<file path="src/rtl/shadow_dump_ctrl_pkg.sv">
// Shared definitions for the shadow capture unload path: FSM encoding and
// word-count / configuration helpers evaluated at elaboration time.
package shadow_dump_ctrl_pkg;

  typedef enum logic [2:0] {
    ST_IDLE,
    ST_CAPTURE,
    ST_WAIT,
    ST_DUMP,
    ST_FLUSH
  } state_e;

  // Words needed to carry chain_len samples of size bits in out_w-bit words.
  function automatic int num_words(input int size, input int chain_len, input int out_w);
    return (chain_len * size + out_w - 1) / out_w;
  endfunction

  function automatic bit out_w_ok(input int size, input int out_w);
    return (size > 0) && (out_w >= size) && ((out_w % size) == 0);
  endfunction

endpackage

</file>
<file path="src/rtl/shadow_word_packer.sv">
// Packs chain samples LSB-first into OUT_W-bit words and holds them in a
// valid/ready output register; back-pressure stalls the accumulator.
module shadow_word_packer
  import shadow_dump_ctrl_pkg::*;
#(
  parameter int SIZE      = 1,
  parameter int CHAIN_LEN = 64,
  parameter int OUT_W     = 32
) (
  input  logic             clk,
  input  logic             rst,
  input  logic             clr,
  input  logic             sample_en,
  input  logic [SIZE-1:0]  sample,
  input  logic             final_sample,
  output logic             acc_full,
  output logic [OUT_W-1:0] dout,
  output logic             dout_valid,
  input  logic             dout_ready,
  output logic             dout_last
);

  localparam int K      = OUT_W / SIZE;
  localparam int CW     = $clog2(K + 1);
  localparam int NWORDS = num_words(SIZE, CHAIN_LEN, OUT_W);
  localparam int WW     = $clog2(NWORDS + 1);

  logic [OUT_W-1:0] acc_q, acc_d;
  logic [CW-1:0]    count_q, count_d;
  logic             pend_q, pend_d;
  logic [WW-1:0]    words_q, words_d;
  logic [OUT_W-1:0] dout_q, dout_d;
  logic             dout_valid_q, dout_valid_d;
  logic             dout_last_q, dout_last_d;
  logic             complete_now;
  logic             load;

  always_comb begin
    // A fresh word starts from zero so a partial final word is zero-padded.
    acc_d = (count_q == '0) ? '0 : acc_q;
    for (int i = 0; i < K; i++) begin
      if (sample_en && (count_q == CW'(i))) acc_d[i*SIZE +: SIZE] = sample;
    end

    complete_now = sample_en && ((count_q == CW'(K - 1)) || final_sample);
    load         = (complete_now || pend_q) && (!dout_valid_q || dout_ready);

    count_d      = sample_en ? count_q + CW'(1) : count_q;
    pend_d       = pend_q;
    words_d      = words_q;
    dout_d       = dout_q;
    dout_valid_d = dout_valid_q;
    dout_last_d  = dout_last_q;

    if (load) begin
      count_d      = '0;
      pend_d       = 1'b0;
      dout_d       = complete_now ? acc_d : acc_q;
      dout_valid_d = 1'b1;
      dout_last_d  = (words_q == WW'(NWORDS - 1));
      words_d      = words_q + WW'(1);
    end else begin
      if (complete_now) pend_d = 1'b1;
      if (dout_ready) begin
        dout_valid_d = 1'b0;
        dout_last_d  = 1'b0;
      end
    end

    if (clr) begin
      count_d = '0;
      pend_d  = 1'b0;
      words_d = '0;
    end
  end

  always_ff @(posedge clk or posedge rst) begin
    if (rst) begin
      count_q      <= '0;
      pend_q       <= 1'b0;
      words_q      <= '0;
      dout_q       <= '0;
      dout_valid_q <= 1'b0;
      dout_last_q  <= 1'b0;
    end else begin
      count_q      <= count_d;
      pend_q       <= pend_d;
      words_q      <= words_d;
      dout_q       <= dout_d;
      dout_valid_q <= dout_valid_d;
      dout_last_q  <= dout_last_d;
    end
  end

  // Accumulator contents are only meaningful alongside count_q.
  always_ff @(posedge clk) begin
    acc_q <= acc_d;
  end

  assign acc_full   = (count_q == CW'(K));
  assign dout       = dout_q;
  assign dout_valid = dout_valid_q;
  assign dout_last  = dout_last_q;

endmodule

</file>
<file path="src/rtl/shadow_dump_ctrl.sv">
// Unload controller for the shadow capture chain: capture pulse, wait for
// chain ready (with timeout), then shift the chain out into packed words.
module shadow_dump_ctrl
  import shadow_dump_ctrl_pkg::*;
#(
  parameter int SIZE      = 1,
  parameter int CHAIN_LEN = 64,
  parameter int OUT_W     = 32,
  parameter int TIMEOUT   = 255
) (
  input  logic             clk,
  input  logic             rst,
  input  logic             start,
  output logic             busy,
  output logic             done,
  output logic             err,
  output logic             c_en,
  output logic             d_en,
  input  logic             chain_ready,
  input  logic [SIZE-1:0]  chain_out,
  output logic [OUT_W-1:0] dout,
  output logic             dout_valid,
  input  logic             dout_ready,
  output logic             dout_last
);

  localparam int RW = $clog2(CHAIN_LEN + 1);
  localparam int TW = $clog2(TIMEOUT + 1);

  if (!out_w_ok(SIZE, OUT_W)) begin : g_bad_cfg
    $error("shadow_dump_ctrl: OUT_W must be a multiple of SIZE");
  end

  state_e        state_q, state_d;
  logic [RW-1:0] remaining_q, remaining_d;
  logic [TW-1:0] tmr_q, tmr_d;
  logic          done_q, done_d;
  logic          err_q, err_d;
  logic          acc_full;
  logic          last_hs;

  // Enables decode straight from registered state so reset kills them at once.
  assign c_en    = (state_q == ST_CAPTURE);
  assign d_en    = (state_q == ST_DUMP) && (remaining_q != '0) && !acc_full;
  assign busy    = (state_q != ST_IDLE);
  assign last_hs = dout_valid && dout_ready && dout_last;
  assign done    = done_q;
  assign err     = err_q;

  always_comb begin
    state_d     = state_q;
    remaining_d = remaining_q;
    tmr_d       = tmr_q;
    done_d      = 1'b0;
    err_d       = 1'b0;
    unique case (state_q)
      ST_IDLE: begin
        if (start) state_d = ST_CAPTURE;
      end
      ST_CAPTURE: begin
        tmr_d   = '0;
        state_d = ST_WAIT;
      end
      ST_WAIT: begin
        if (chain_ready) begin
          remaining_d = RW'(CHAIN_LEN);
          state_d     = ST_DUMP;
        end else if (tmr_q == TW'(TIMEOUT - 1)) begin
          done_d  = 1'b1;
          err_d   = 1'b1;
          state_d = ST_IDLE;
        end else begin
          tmr_d = tmr_q + TW'(1);
        end
      end
      ST_DUMP: begin
        // Leave on the final shift so DUMP spans exactly CHAIN_LEN shifts.
        if (d_en) begin
          remaining_d = remaining_q - RW'(1);
          if (remaining_q == RW'(1)) state_d = ST_FLUSH;
        end
      end
      ST_FLUSH: begin
        if (last_hs) begin
          done_d  = 1'b1;
          state_d = ST_IDLE;
        end
      end
      default: state_d = ST_IDLE;
    endcase
  end

  always_ff @(posedge clk or posedge rst) begin
    if (rst) begin
      state_q     <= ST_IDLE;
      remaining_q <= '0;
      tmr_q       <= '0;
      done_q      <= 1'b0;
      err_q       <= 1'b0;
    end else begin
      state_q     <= state_d;
      remaining_q <= remaining_d;
      tmr_q       <= tmr_d;
      done_q      <= done_d;
      err_q       <= err_d;
    end
  end

  shadow_word_packer #(
    .SIZE      (SIZE),
    .CHAIN_LEN (CHAIN_LEN),
    .OUT_W     (OUT_W)
  ) u_packer (
    .clk          (clk),
    .rst          (rst),
    .clr          (c_en),
    .sample_en    (d_en),
    .sample       (chain_out),
    .final_sample (remaining_q == RW'(1)),
    .acc_full     (acc_full),
    .dout         (dout),
    .dout_valid   (dout_valid),
    .dout_ready   (dout_ready),
    .dout_last    (dout_last)
  );

endmodule

</file>
<file path="config.mk">
export PLATFORM = sky130hd
export DESIGN_NAME = shadow_dump_ctrl
export DESIGN_NICKNAME = d
export VERILOG_FILES = /design/src/rtl/shadow_dump_ctrl_pkg.sv /design/src/rtl/shadow_word_packer.sv /design/src/rtl/shadow_dump_ctrl.sv
export SDC_FILE = /design/constraint.sdc
export NUM_CORES = 1
export LEC_CHECK = 0
export CORE_MARGIN = 2
export CORE_UTILIZATION = 45
export CTS_BUF_LIST = sky130_fd_sc_hd__clkbuf_16
export CTS_CLUSTER_SIZE = 14
export DETAILED_ROUTE_END_ITERATION = 12
export PLACE_DENSITY = 0.73
export REMOVE_ABC_BUFFERS = 1
export SLEW_MARGIN = 20
export SYNTH_ARGS = -nofsm -noshare
export SYNTH_HDL_FRONTEND = slang
export SYNTH_SLANG_ARGS = --single-unit
</file>
<file path="constraint.sdc">
create_clock -name clk -period 3.35 [get_ports clk]
set_clock_uncertainty 0.1 [all_clocks]
set_input_delay 0.67 -clock clk [delete_from_list [all_inputs] [get_ports clk]]
set_output_delay 0.67 -clock clk [all_outputs]
set_load 0.005 [all_outputs]
</file>
Word-level counts from Yosys, hierarchy flattened
Cells that the tools add are included.
{"block": "word_totals", "regBits": 95, "inputBits": 6, "out_inout_bits": 39}
{"block": "op_classes", "add_sub_neg": 4, "eq_ne": 47, "n_mux": 63, "reduce_logical": 56}
{"operator": "$eq 6x5->1 const B", "count": 16}
{"operator": "$mux 32", "count": 2}
{"operator": "$eq 6x4->1 const B", "count": 8}
{"operator": "$mux 1", "count": 42}
{"operator": "$logic_and 1x1->1", "count": 38}
{"operator": "$eq 6x3->1 const B", "count": 4}
{"operator": "$mux 3", "count": 6}
{"operator": "$mux 6", "count": 3}
{"operator": "$mux 8", "count": 2}
{"operator": "$pmux 8 s2", "count": 1}
{"operator": "$pmux 3 s5", "count": 1}
{"operator": "$mux 7", "count": 2}
{"operator": "$pmux 7 s2", "count": 1}
{"operator": "$eq 6x2->1 const B", "count": 2}
{"operator": "$ne 2x2->1 const B", "count": 5}
{"operator": "$reduce_bool 3->1", "count": 3}
{"operator": "$add 8x1->8 const B", "count": 1}
{"operator": "$eq 8x8->1 const B", "count": 1}
{"operator": "$reduce_bool 2->1", "count": 4}
{"operator": "$eq 7x1->1 const B", "count": 1}
{"operator": "$reduce_bool 7->1", "count": 1}
{"operator": "$sub 7x1->7 const B", "count": 1}
{"operator": "$add 6x1->6 const B", "count": 1}
{"operator": "$eq 3x2->1 const B", "count": 2}
{"operator": "other kinds (16)", "count": 22}

Longest topological paths before layout
Gate-level depths: netlist of run 1.
{"block": "logic_depth", "ltp_word": 8, "ltp_mapped": 9}

By module
Synthesis of run 1 repeated with hierarchy kept, for this count alone.
{"block": "unflattened", "cells_unflattened": 532, "area_unflattened_um2": 5107.4}
{"module": "shadow_word_packer", "instances": 1, "cells_per_inst": 414, "area_per_inst_um2": 3948.8}
{"module": "shadow_dump_ctrl", "instances": 1, "cells_per_inst": 118, "area_per_inst_um2": 1158.6}

Worst setup path after synthesis of run 1
No wires, ideal clock.
{"block": "synth_timing", "kind": "reg-to-reg", "startpoint": "register remaining_q[3]", "endpoint": "register u_packer.dout_q[12], in the netlist u_packer.dout[12]", "setup_time_ns": 0.126, "arrival_time_ns": 2.241, "path_slack_ns": 0.883, "stages_incl_launch_ff": 7, "n_path_buf": 2, "synth_period_minus_slack_ns": 2.467, "path_cell_list": "dfrtp_1 or4_1 buf_2 a2111oi_4 o221ai_2 buf_4 a221o_1"}
{"block": "synth_via", "elab_chain_len": 6, "elab_cells_between_ends": 11}
{"element": "start, declared", "line_no": "shadow_dump_ctrl.sv:35", "text": "logic [RW-1:0] remaining_q, remaining_d;"}
{"element": "start signal, assigned", "line_no": "shadow_dump_ctrl.sv:102", "text": "remaining_q <= remaining_d;"}
{"element": "$reduce_bool 7->1", "line_no": "shadow_dump_ctrl.sv:44", "text": "assign d_en = (state_q == ST_DUMP) && (remaining_q != '0) && !acc_full;"}
{"element": "$logic_and 1x1->1 (2 in series)", "line_no": "shadow_dump_ctrl.sv:44"}
{"element": "$logic_and 1x1->1 (on tied branches)", "line_no": "shadow_word_packer.sv:42, shadow_word_packer.sv:45"}
{"element": "$mux 1 or $logic_or 1x1->1 (tied branches)", "line_no": "shadow_word_packer.sv:42, shadow_word_packer.sv:46"}
{"element": "$mux 32 or $logic_and 1x1->1 (tied branches)", "line_no": "shadow_word_packer.sv:58, shadow_word_packer.sv:46"}
{"element": "end signal, assigned", "line_no": "shadow_word_packer.sv:89", "text": "dout_q <= dout_d;"}
{"element": "end, declared", "line_no": "shadow_word_packer.sv:32", "text": "logic [OUT_W-1:0] dout_q, dout_d;"}
Parallel ways exist; a longest one is shown, timed or not.
A chain may end at the register's enable or synchronous reset.

Worst setup path in the final report of run 1
{"block": "layout_timing", "startpoint": "register u_packer.count_q[1]", "endpoint": "output port d_en"}
{"block": "layout_via", "elab_chain_len": 3}
{"element": "start, declared", "line_no": "shadow_word_packer.sv:29", "text": "logic [CW-1:0] count_q, count_d;"}
{"element": "start signal, assigned", "line_no": "shadow_word_packer.sv:86", "text": "count_q <= count_d;"}
{"element": "$eq 6x6->1", "line_no": "shadow_word_packer.sv:100", "text": "assign acc_full = (count_q == CW'(K));"}
{"element": "$logic_not 1->1", "line_no": "shadow_dump_ctrl.sv:44"}
{"element": "$logic_and 1x1->1", "line_no": "shadow_dump_ctrl.sv:44"}
{"element": "end, declared", "line_no": "shadow_dump_ctrl.sv:18", "text": "output logic d_en,"}
No other way between the ends.

==> flow_summary.json, run 1 <==
{
  "status": "complete, no violations",
  "placed_cell_area_mm2": 0.005064,
  "max_freq_ghz": 0.3261,
  "cts_tree": "built",
  "register_area_mm2": 0.002217,
  "required_ps": 2580,
  "arrival_ps": 2300,
  "rsz0062_at_grt": "no",
  "fin_tns_setup_ps": 0,
  "synth_seq_cells": 95,
  "finalCritPeriodShare": 0.9154,
  "finalHoldViolCount": 0,
  "synthCells": 440,
  "root_buffer": "clkbuf_16",
  "slowest_delay_ps": 460,
  "cts_buffers": 9,
  "r2r_start": "remaining_q[3]",
  "maxCapViolCount": 0,
  "start_util": 0.4607,
  "synth_cell_types": 51,
  "vias_per_cell": 5.736,
  "cp-startpoint": "u_packer.count_q[1]",
  "final_area_mm2": 0.005371,
  "rows": 36,
  "final_max_slew_viol_count": 0,
  "final_common_cell": "dfrtp_1",
  "syn-cell-area_mm2": 0.004462,
  "hpwl_mm": 6.527,
  "synth_ff_type": "dfrtp_1",
  "wl_mm": 9.967,
  "r2r-end": "u_packer.dout[23]",
  "synth_top_area_share": 0.3533,
  "synth.area.top_cells": "dfrtp_1, dfxtp_1, a221o_1, and2_1, o211ai_1",
  "first_pass_iters": 4,
  "htreeDepth": 3,
  "drive_gt1_frac": 0.07645,
  "critical_path_class": "flip-flop to output pin",
  "maxSlewHeadroom": 0.3406,
  "critical_path.max_fanout": 5,
  "drc": 0,
  "port_buffers": 44,
  "ir_drop_mv": 0.5399,
  "synthToLayoutAreaGrowth_pct": 20.39,
  "place_worst_setup_slack_ps": 557.9,
  "clock_latency_ps": 340,
  "synth_edf_count": 0,
  "chipHeight_um": 103.6,
  "async_flop_share": 0.6632,
  "yosys_warnings": 0,
  "regToRegSetupSlack_ps": 550,
  "grt_max_degree": 37,
  "period_needed_ps": 3067,
  "grt_antenna_before_repair": 0,
  "setup_violations": 0,
  "io_pins": 45,
  "place_inst": 601,
  "clock_path_buffers": 2,
  "grt_overflow": 0,
  "die_area_mm2": 0.01073,
  "p_per_area_mw_per_mm2": 608.4,
  "final_core_util": 0.5547,
  "die_w_um": 103.6,
  "start_kind": "flip-flop",
  "drtAntennaViolNets": 0,
  "wire_per_inst_um": 16.15,
  "drt_iter0_drc": 151,
  "vias": 3539,
  "crit_slowest_cell": "clkdlybuf4s50_1",
  "clkSinkCount": 95,
  "r2r_cells": 7,
  "core-area_mm2": 0.009684,
  "path_clk_slew_ps": 60,
  "yosysSeqAreaShare": 0.4969,
  "cts_setup_buffers": 0,
  "synth_top_cell_by_area": "dfrtp_1",
  "layout_common_cells": "dfrtp_1, clkdlybuf4s50_1, nand2_1, dfxtp_1, nor2_1",
  "fin_cells": 617,
  "min-delay-path-class": "flip-flop to flip-flop",
  "avgSynthCellArea_um2": 10.14,
  "fillerInstances": 851,
  "antennaDiodeCount": 0,
  "grt_pass1_wl_mm": 17.13,
  "grt_usage": 0.1933,
  "place.gp.congestion": 0.8207,
  "crit_end": "d_en",
  "power_leakage_uw": 0.002253,
  "multiInputGateArea_mm2": 0.002048,
  "grt_pass1_vias": 3432,
  "nets": 494,
  "end_kind": "output pin",
  "setup_slack_ps": 283.3,
  "worst_pin_slew_ps": 980.8,
  "path_cells": "inv_1, ha_1, nor4b_4, nand2_1, nand2_1, inv_1, clkdlybuf4s50_1"
}
==> state kept, by name, indices dropped and copies added (netlist names) <==
register,flops
u_packer.count_q,6
u_packer.dout_valid,1
u_packer.pend_q,1
u_packer.dout_last,1
done,1
u_packer.words_q,2
err,1
state_q,3
tmr_q,8
remaining_q,7
u_packer.acc_q,32
u_packer.dout,32
==> synthesized netlist by cell type, types with 5 or more instances <==
library cell / n
and2_1: 27
nand4_1: 7
buf_2: 5
clkbuf_1: 24
nor2_1: 28
inv_1: 17
xor2_1: 9
mux2i_1: 11
o2111ai_1: 7
a22oi_1: 7
nand3_1: 13
nand2_1: 32
ha_1: 9
o31ai_1: 18
o211ai_1: 22
dfxtp_1: 32
xnor2_1: 6
o21ai_0: 17
nor3_1: 9
a221o_1: 24
dfrtp_1: 63
==> layer usage <==
metal,part of all wire,up-vias,track usage
met2,0.47,92,0.3132
li1,-,1709,-
met1,0.48,1722,0.2624
met4,0.013,0,0.05888
met3,0.046,16,0.04028
met5,0,-,0
==> where the power goes <==
part / leakage [uW] / total [uW] / switching, uW / internal (uW)
clock network: 0.000146 / 1030 / 444 / 581
logic: 0.000993 / 880 / 562 / 318
registers: 0.00111 / 1360 / 120 / 1240
total: 0.00225 / 3270 / 1130 / 2140
==> worst min path at each step <==
stage                                  from                to  slack (ps)  cells after the start
after detailed placement   u_packer.dout[1]  u_packer.dout[1]         360                      2
after floorplan           u_packer.acc_q[0]  u_packer.dout[0]         330                      2
after CTS                  u_packer.dout[1]  u_packer.dout[1]         370                      2
after global routing       u_packer.dout[1]  u_packer.dout[1]         390                      2
after global placement    u_packer.acc_q[0]  u_packer.dout[0]         340                      2
final                      u_packer.dout[1]  u_packer.dout[1]         370                      2
==> logic make-up (layout without fill, tap and decap cells) <==
family                     after synthesis  count (layout)  synth area share
AOI/OAI and AO/OA                      120             120            0.2151
xor gates and xnor gates                15              15           0.02945
adders and majority gates                9               9           0.02524
buffers and inverters                   50              94           0.04599
DFF                                     95              95            0.4969
muxes                                   11              11           0.02468
and+or+nand+nor                        140             140            0.1626
==> what timing repair did <==
action	in CTS	in global routing
endpoints found under the setup margin	0	1
resized for setup	0	1
hold buffers	0	0
==> worst max-delay path: cells and delay by family (launching register included) <==
family | cells | cell delay [ps]
buffers and inverters | 3 | 710
AND/OR/NAND/NOR | 3 | 620
flip-flops | 1 | 420
adder cells (fa/ha/maj) | 1 | 210
==> metrics by stage <==
stage               hold WS (ps)  power [uW]
finish                     370.7        3268
global route               393.8        3451
CTS                        372.9        3276
detailed placement         359.1        2242
global placement           340.6        2207
floorplan                  332.9        1905
==> area by class of cell <==
type                       instances  share of cell area
clock buffer                       9             0.04193
timing repair buffer              60              0.1067
tap                              133             0.03098
multi-input combinational        295              0.3813
sequential                        95              0.4128
inverter                          18             0.01258
clock inverter                     7             0.01374
(Power assumes the default switching activity.)
==> run 2: changes to the inputs <==
--- a/config.mk
+++ b/config.mk
@@ -7,10 +7,10 @@
 export LEC_CHECK = 0
 export CORE_MARGIN = 2
 export CORE_UTILIZATION = 45
-export CTS_BUF_LIST = sky130_fd_sc_hd__clkbuf_16
+export CTS_BUF_LIST = sky130_fd_sc_hd__clkbuf_4
 export CTS_CLUSTER_SIZE = 14
 export DETAILED_ROUTE_END_ITERATION = 12
-export PLACE_DENSITY = 0.73
+export DONT_BUFFER_PORTS = 1
 export REMOVE_ABC_BUFFERS = 1
 export SLEW_MARGIN = 20
 export SYNTH_ARGS = -nofsm -noshare
==> run 2 against run 1 <==
Sequential share of layout area increased by 5.8 points. Clock power shrank 44%. Die area did not move. Core utilization fell by 6.8 points. Non-clock buffer count shrank 50. Largest cell class unchanged.
==> flow_summary.json, run 2 (same netlist as run 1, synthesis figures left out) <==
{
  "period_needed_ps": 3186,
  "clkSinkCount": 95,
  "antennaDiodeCount": 0,
  "finalCritPeriodShare": 0.9510,
  "crit_end": "d_en",
  "synthToLayoutAreaGrowth_pct": 5.609,
  "grt_usage": 0.1877,
  "r2r_cells": 5,
  "maxCapViolCount": 0,
  "die_area_mm2": 0.01073,
  "cts_buffers": 9,
  "layout_common_cells": "dfrtp_1, nand2_1, dfxtp_1",
  "start_util": 0.4607,
  "clock_path_buffers": 2,
  "final_common_cell": "dfrtp_1",
  "cts_tree": "built",
  "die_w_um": 103.6,
  "grt_max_degree": 64,
  "drc": 0,
  "drtAntennaViolNets": 0,
  "placed_cell_area_mm2": 0.004584,
  "cp-startpoint": "remaining_q[3]",
  "vias_per_cell": 5.741,
  "clock_latency_ps": 450,
  "nets": 444,
  "final_area_mm2": 0.004712,
  "ir_drop_mv": 0.3504,
  "grt_pass1_vias": 3296,
  "port_buffers": 0,
  "io_pins": 45,
  "chipHeight_um": 103.6,
  "rows": 36,
  "start_kind": "flip-flop",
  "critical_path.max_fanout": 15,
  "min-delay-path-class": "primary input to asynchronous set/reset pin",
  "grt_overflow": 0,
  "arrival_ps": 2420,
  "p_per_area_mw_per_mm2": 574.2,
  "max_freq_ghz": 0.3139,
  "finalHoldViolCount": 0,
  "cts_hold_buf": 0,
  "place.gp.congestion": 0.7681,
  "worst_pin_slew_ps": 944.6,
  "first_pass_iters": 4,
  "grt_pass1_wl_mm": 16.52,
  "drive_gt1_frac": 0.07834,
  "setup_slack_ps": 164.2,
  "path_clk_slew_ps": 160,
  "end_kind": "output pin",
  "r2r-end": "u_packer.dout[28]",
  "r2r_start": "remaining_q[3]",
  "wl_mm": 9.651,
  "regToRegSetupSlack_ps": 390,
  "place_worst_setup_slack_ps": 419.0,
  "required_ps": 2580,
  "htreeDepth": 3,
  "root_buffer": "clkbuf_4",
  "fin_tns_setup_ps": 0,
  "hold_slack_ps": 210.3,
  "rsz0062_at_grt": "no",
  "final_max_slew_viol_count": 0,
  "grt_antenna_before_repair": 0,
  "power_leakage_uw": 0.001989,
  "setup_violations": 0,
  "drt_iter0_drc": 165,
  "wire_per_inst_um": 17.02,
  "cts_setup_buffers": 0,
  "maxSlewHeadroom": 0.3696,
  "vias": 3255,
  "core-area_mm2": 0.009684,
  "hpwl_mm": 6.400,
  "critical_path_class": "flip-flop to output pin",
  "status": "complete, no violations"
}
[run 2: cell count changes in the layout (fill, tap and decap cells not counted), moves of 6 or more]
cell	before	now
buf_4	15	9
clkbuf_4	0	9
clkdlybuf4s50_1	44	0
clkbuf_16	9	0
[run 2: worst max-delay path: stages, from the launching register on]
cell,delay [ps]
dfrtp_1,440
or4_1,790
o21ba_2,420
nand2_1,170
inv_1,150
[run 2: worst min-delay path by stage]
stage	startpoint	to	slack, ps	depth (start not counted)
3_5_place_dp	u_packer.acc_q[0]	u_packer.dout[0]	360	2
4_1_cts	rst	u_packer.dout[22]	230	2
3_3_place_gp	remaining_q[6]	remaining_q[6]	350	1
6_report	rst	u_packer.dout[22]	210	2
2_1_floorplan	u_packer.acc_q[0]	u_packer.dout[0]	330	2
5_1_grt	rst	u_packer.dout[22]	260	2
[run 2: repair_timing]
item | 4_1_cts | 5_1_grt
setup endpoints to repair | 0 | 1
gates resized for setup | 0 | 1
hold endpoints to repair | 0 | 0
[run 2: report_power, final]
| part | total, uW | switching [uW] | internal (uW) |
|---|---|---|---|
| Clock | 574 | 412 | 162 |
| Sequential | 1370 | 132 | 1240 |
| Combinational | 758 | 525 | 233 |
[run 2: per-stage QoR]
step	std cells	power (uW)	utilization
after floorplan	408	1905	-
after global placement	551	2132	0.4734
after detailed placement	551	2148	0.4734
after CTS	567	2728	0.4863
after global routing	567	2903	0.4866
final	567	2706	0.4866
[run 2: final cells by class]
class / instances / area [um2]
inverters: 18 / 67.56
clock inverters: 7 / 57.56
flip-flops and latches: 95 / 2217
multi-input cells: 295 / 2048
repair buffers: 10 / 87.58
well taps: 133 / 166.4
fillers: 891 / 4972
clock buffers: 9 / 67.56
[run 2: per-layer routing]
metal / GRT usage / vias up / routed length, um
met5: 0 / - / 0
met4: 0.05116 / 0 / 119
met3: 0.04594 / 10 / 390
met2: 0.3094 / 76 / 4639
met1: 0.2481 / 1555 / 4502
li1: - / 1614 / -
==> run 3: changes to the inputs <==
--- a/config.mk
+++ b/config.mk
@@ -5,8 +5,9 @@
 export SDC_FILE = /design/constraint.sdc
 export NUM_CORES = 1
 export LEC_CHECK = 0
+export CORE_ASPECT_RATIO = 2
 export CORE_MARGIN = 2
-export CORE_UTILIZATION = 45
+export CORE_UTILIZATION = 40
 export CTS_BUF_LIST = sky130_fd_sc_hd__clkbuf_4
 export CTS_CLUSTER_SIZE = 14
 export DETAILED_ROUTE_END_ITERATION = 12
==> run 3 against run 2 <==
Register-to-register slack improved by 250 ps. Die area up 12%. Setup slack improved by 180 ps. Critical path type unchanged.
==> flow_summary.json, run 3 (same netlist as run 1, synthesis figures left out) <==
{
  "synthToLayoutAreaGrowth_pct": 6.842,
  "vias": 3297,
  "final_common_cell": "dfrtp_1",
  "root_buffer": "clkbuf_4",
  "drt_iter0_drc": 264,
  "rsz0062_at_grt": "no",
  "place.gp.congestion": 0.8299,
  "path_clk_slew_ps": 160,
  "finalCritPeriodShare": 0.8987,
  "drtAntennaViolNets": 0,
  "required_ps": 2580,
  "ir_drop_mv": 0.3428,
  "chipHeight_um": 153.4,
  "wire_per_inst_um": 18.15,
  "arrival_ps": 2240,
  "cts_buffers": 9,
  "grt_pass1_vias": 3541,
  "cp_common_cell": "inv_1",
  "period_needed_ps": 3011,
  "min-delay-path-class": "primary input to asynchronous set/reset pin",
  "worst-path-buf-inv": 2,
  "hpwl_mm": 7.384,
  "clock_path_buffers": 2,
  "fin_tns_setup_ps": 0,
  "core-area_mm2": 0.01088,
  "r2r_cells": 5,
  "maxCapViolCount": 0,
  "rows": 54,
  "cts_resized": 0,
  "critical_path_class": "flip-flop to output pin",
  "worst_pin_slew_ps": 956.9,
  "regToRegSetupSlack_ps": 640,
  "cp-startpoint": "remaining_q[0]",
  "cts_tree": "built",
  "vias_per_cell": 5.714,
  "grt_overflow": 0,
  "r2r_start": "remaining_q[3]",
  "io_pins": 45,
  "path_cells": "inv_1, ha_1, nand2b_2, o21ba_2, nand2_1, inv_1",
  "power_leakage_uw": 0.002010,
  "status": "complete, no violations",
  "finalHoldViolCount": 0,
  "final_max_slew_viol_count": 0,
  "drive_gt1_frac": 0.08716,
  "setup_violations": 0,
  "layout_common_cells": "dfrtp_1, nand2_1, dfxtp_1",
  "cpLargestDelayFamily": "flip-flops",
  "slowest_delay_ps": 450,
  "clock_latency_ps": 470,
  "grt_max_degree": 33,
  "cts_hold_buf": 0,
  "nets": 446,
  "grt_pass1_wl_mm": 17.77,
  "first_pass_iters": 4,
  "die_area_mm2": 0.01207,
  "port_buffers": 0,
  "clkSinkCount": 95,
  "fillerInstances": 1062,
  "start_util": 0.4102,
  "htreeDepth": 3,
  "cts_setup_buffers": 0,
  "crit_slowest_cell": "dfrtp_1",
  "maxSlewHeadroom": 0.3614,
  "max_freq_ghz": 0.3321,
  "critical_path.max_fanout": 15,
  "grt_usage": 0.1863,
  "die_w_um": 78.68,
  "p_per_area_mw_per_mm2": 589.7,
  "start_kind": "flip-flop",
  "wl_mm": 10.47,
  "drc": 0,
  "crit_cells": 6,
  "grt_antenna_before_repair": 1,
  "power.total_uw": 2811,
  "end_kind": "output pin"
}
-- run 3: final cells by class --
type / count / area (um2) / share of cell area
Clock buffer: 11 / 82.58 / 0.01732
Multi-Input combinational cell: 295 / 2061 / 0.4323
Tap cell: 140 / 175.2 / 0.03675
Sequential cell: 95 / 2217 / 0.4651
Timing Repair Buffer: 12 / 102.6 / 0.02152
Inverter: 18 / 67.56 / 0.01417
Clock inverter: 5 / 58.81 / 0.01234
Antenna cell: 1 / 2.502 / 0.0005249
-- run 3: worst paths after layout --
kind                                  endpoint
min reg2reg                   u_packer.dout[0]
max in group asynchronous     u_packer.dout[5]
max reg2reg                  u_packer.dout[29]
min in group clk                    state_q[0]
max                                       d_en
min                        u_packer.dout_valid
-- run 3: through the flow --
stage / util / setup WS, ps / cell area, um2 / hold WS (ps) / std cells
floorplan: - / 400.6 / 4324 / 332.9 / 408
global placement: 0.4236 / 489.9 / 4608 / 350.6 / 560
detailed placement: 0.4236 / 430.5 / 4608 / 359.5 / 560
CTS: 0.4366 / 98.33 / 4750 / 81.09 / 576
global route: 0.4382 / 114.0 / 4767 / 122.3 / 577
finish: 0.4382 / 339.3 / 4767 / 70.17 / 577
-- run 3: where the power goes --
part / leakage, uW / switching, uW / total (uW) / internal, uW
registers: 0.00111 / 140 / 1380 / 1240
logic: 0.000823 / 535 / 784 / 249
clock network: 0.0000735 / 400 / 646 / 246
-- run 3: metal layers --
metal  vias up  global-route usage  share of wire
met1      1605              0.2027           0.39
met5         -                   0              0
li1       1604                   -              -
met4         0             0.09190          0.032
met2        69              0.3370           0.55
met3        19             0.03424          0.033
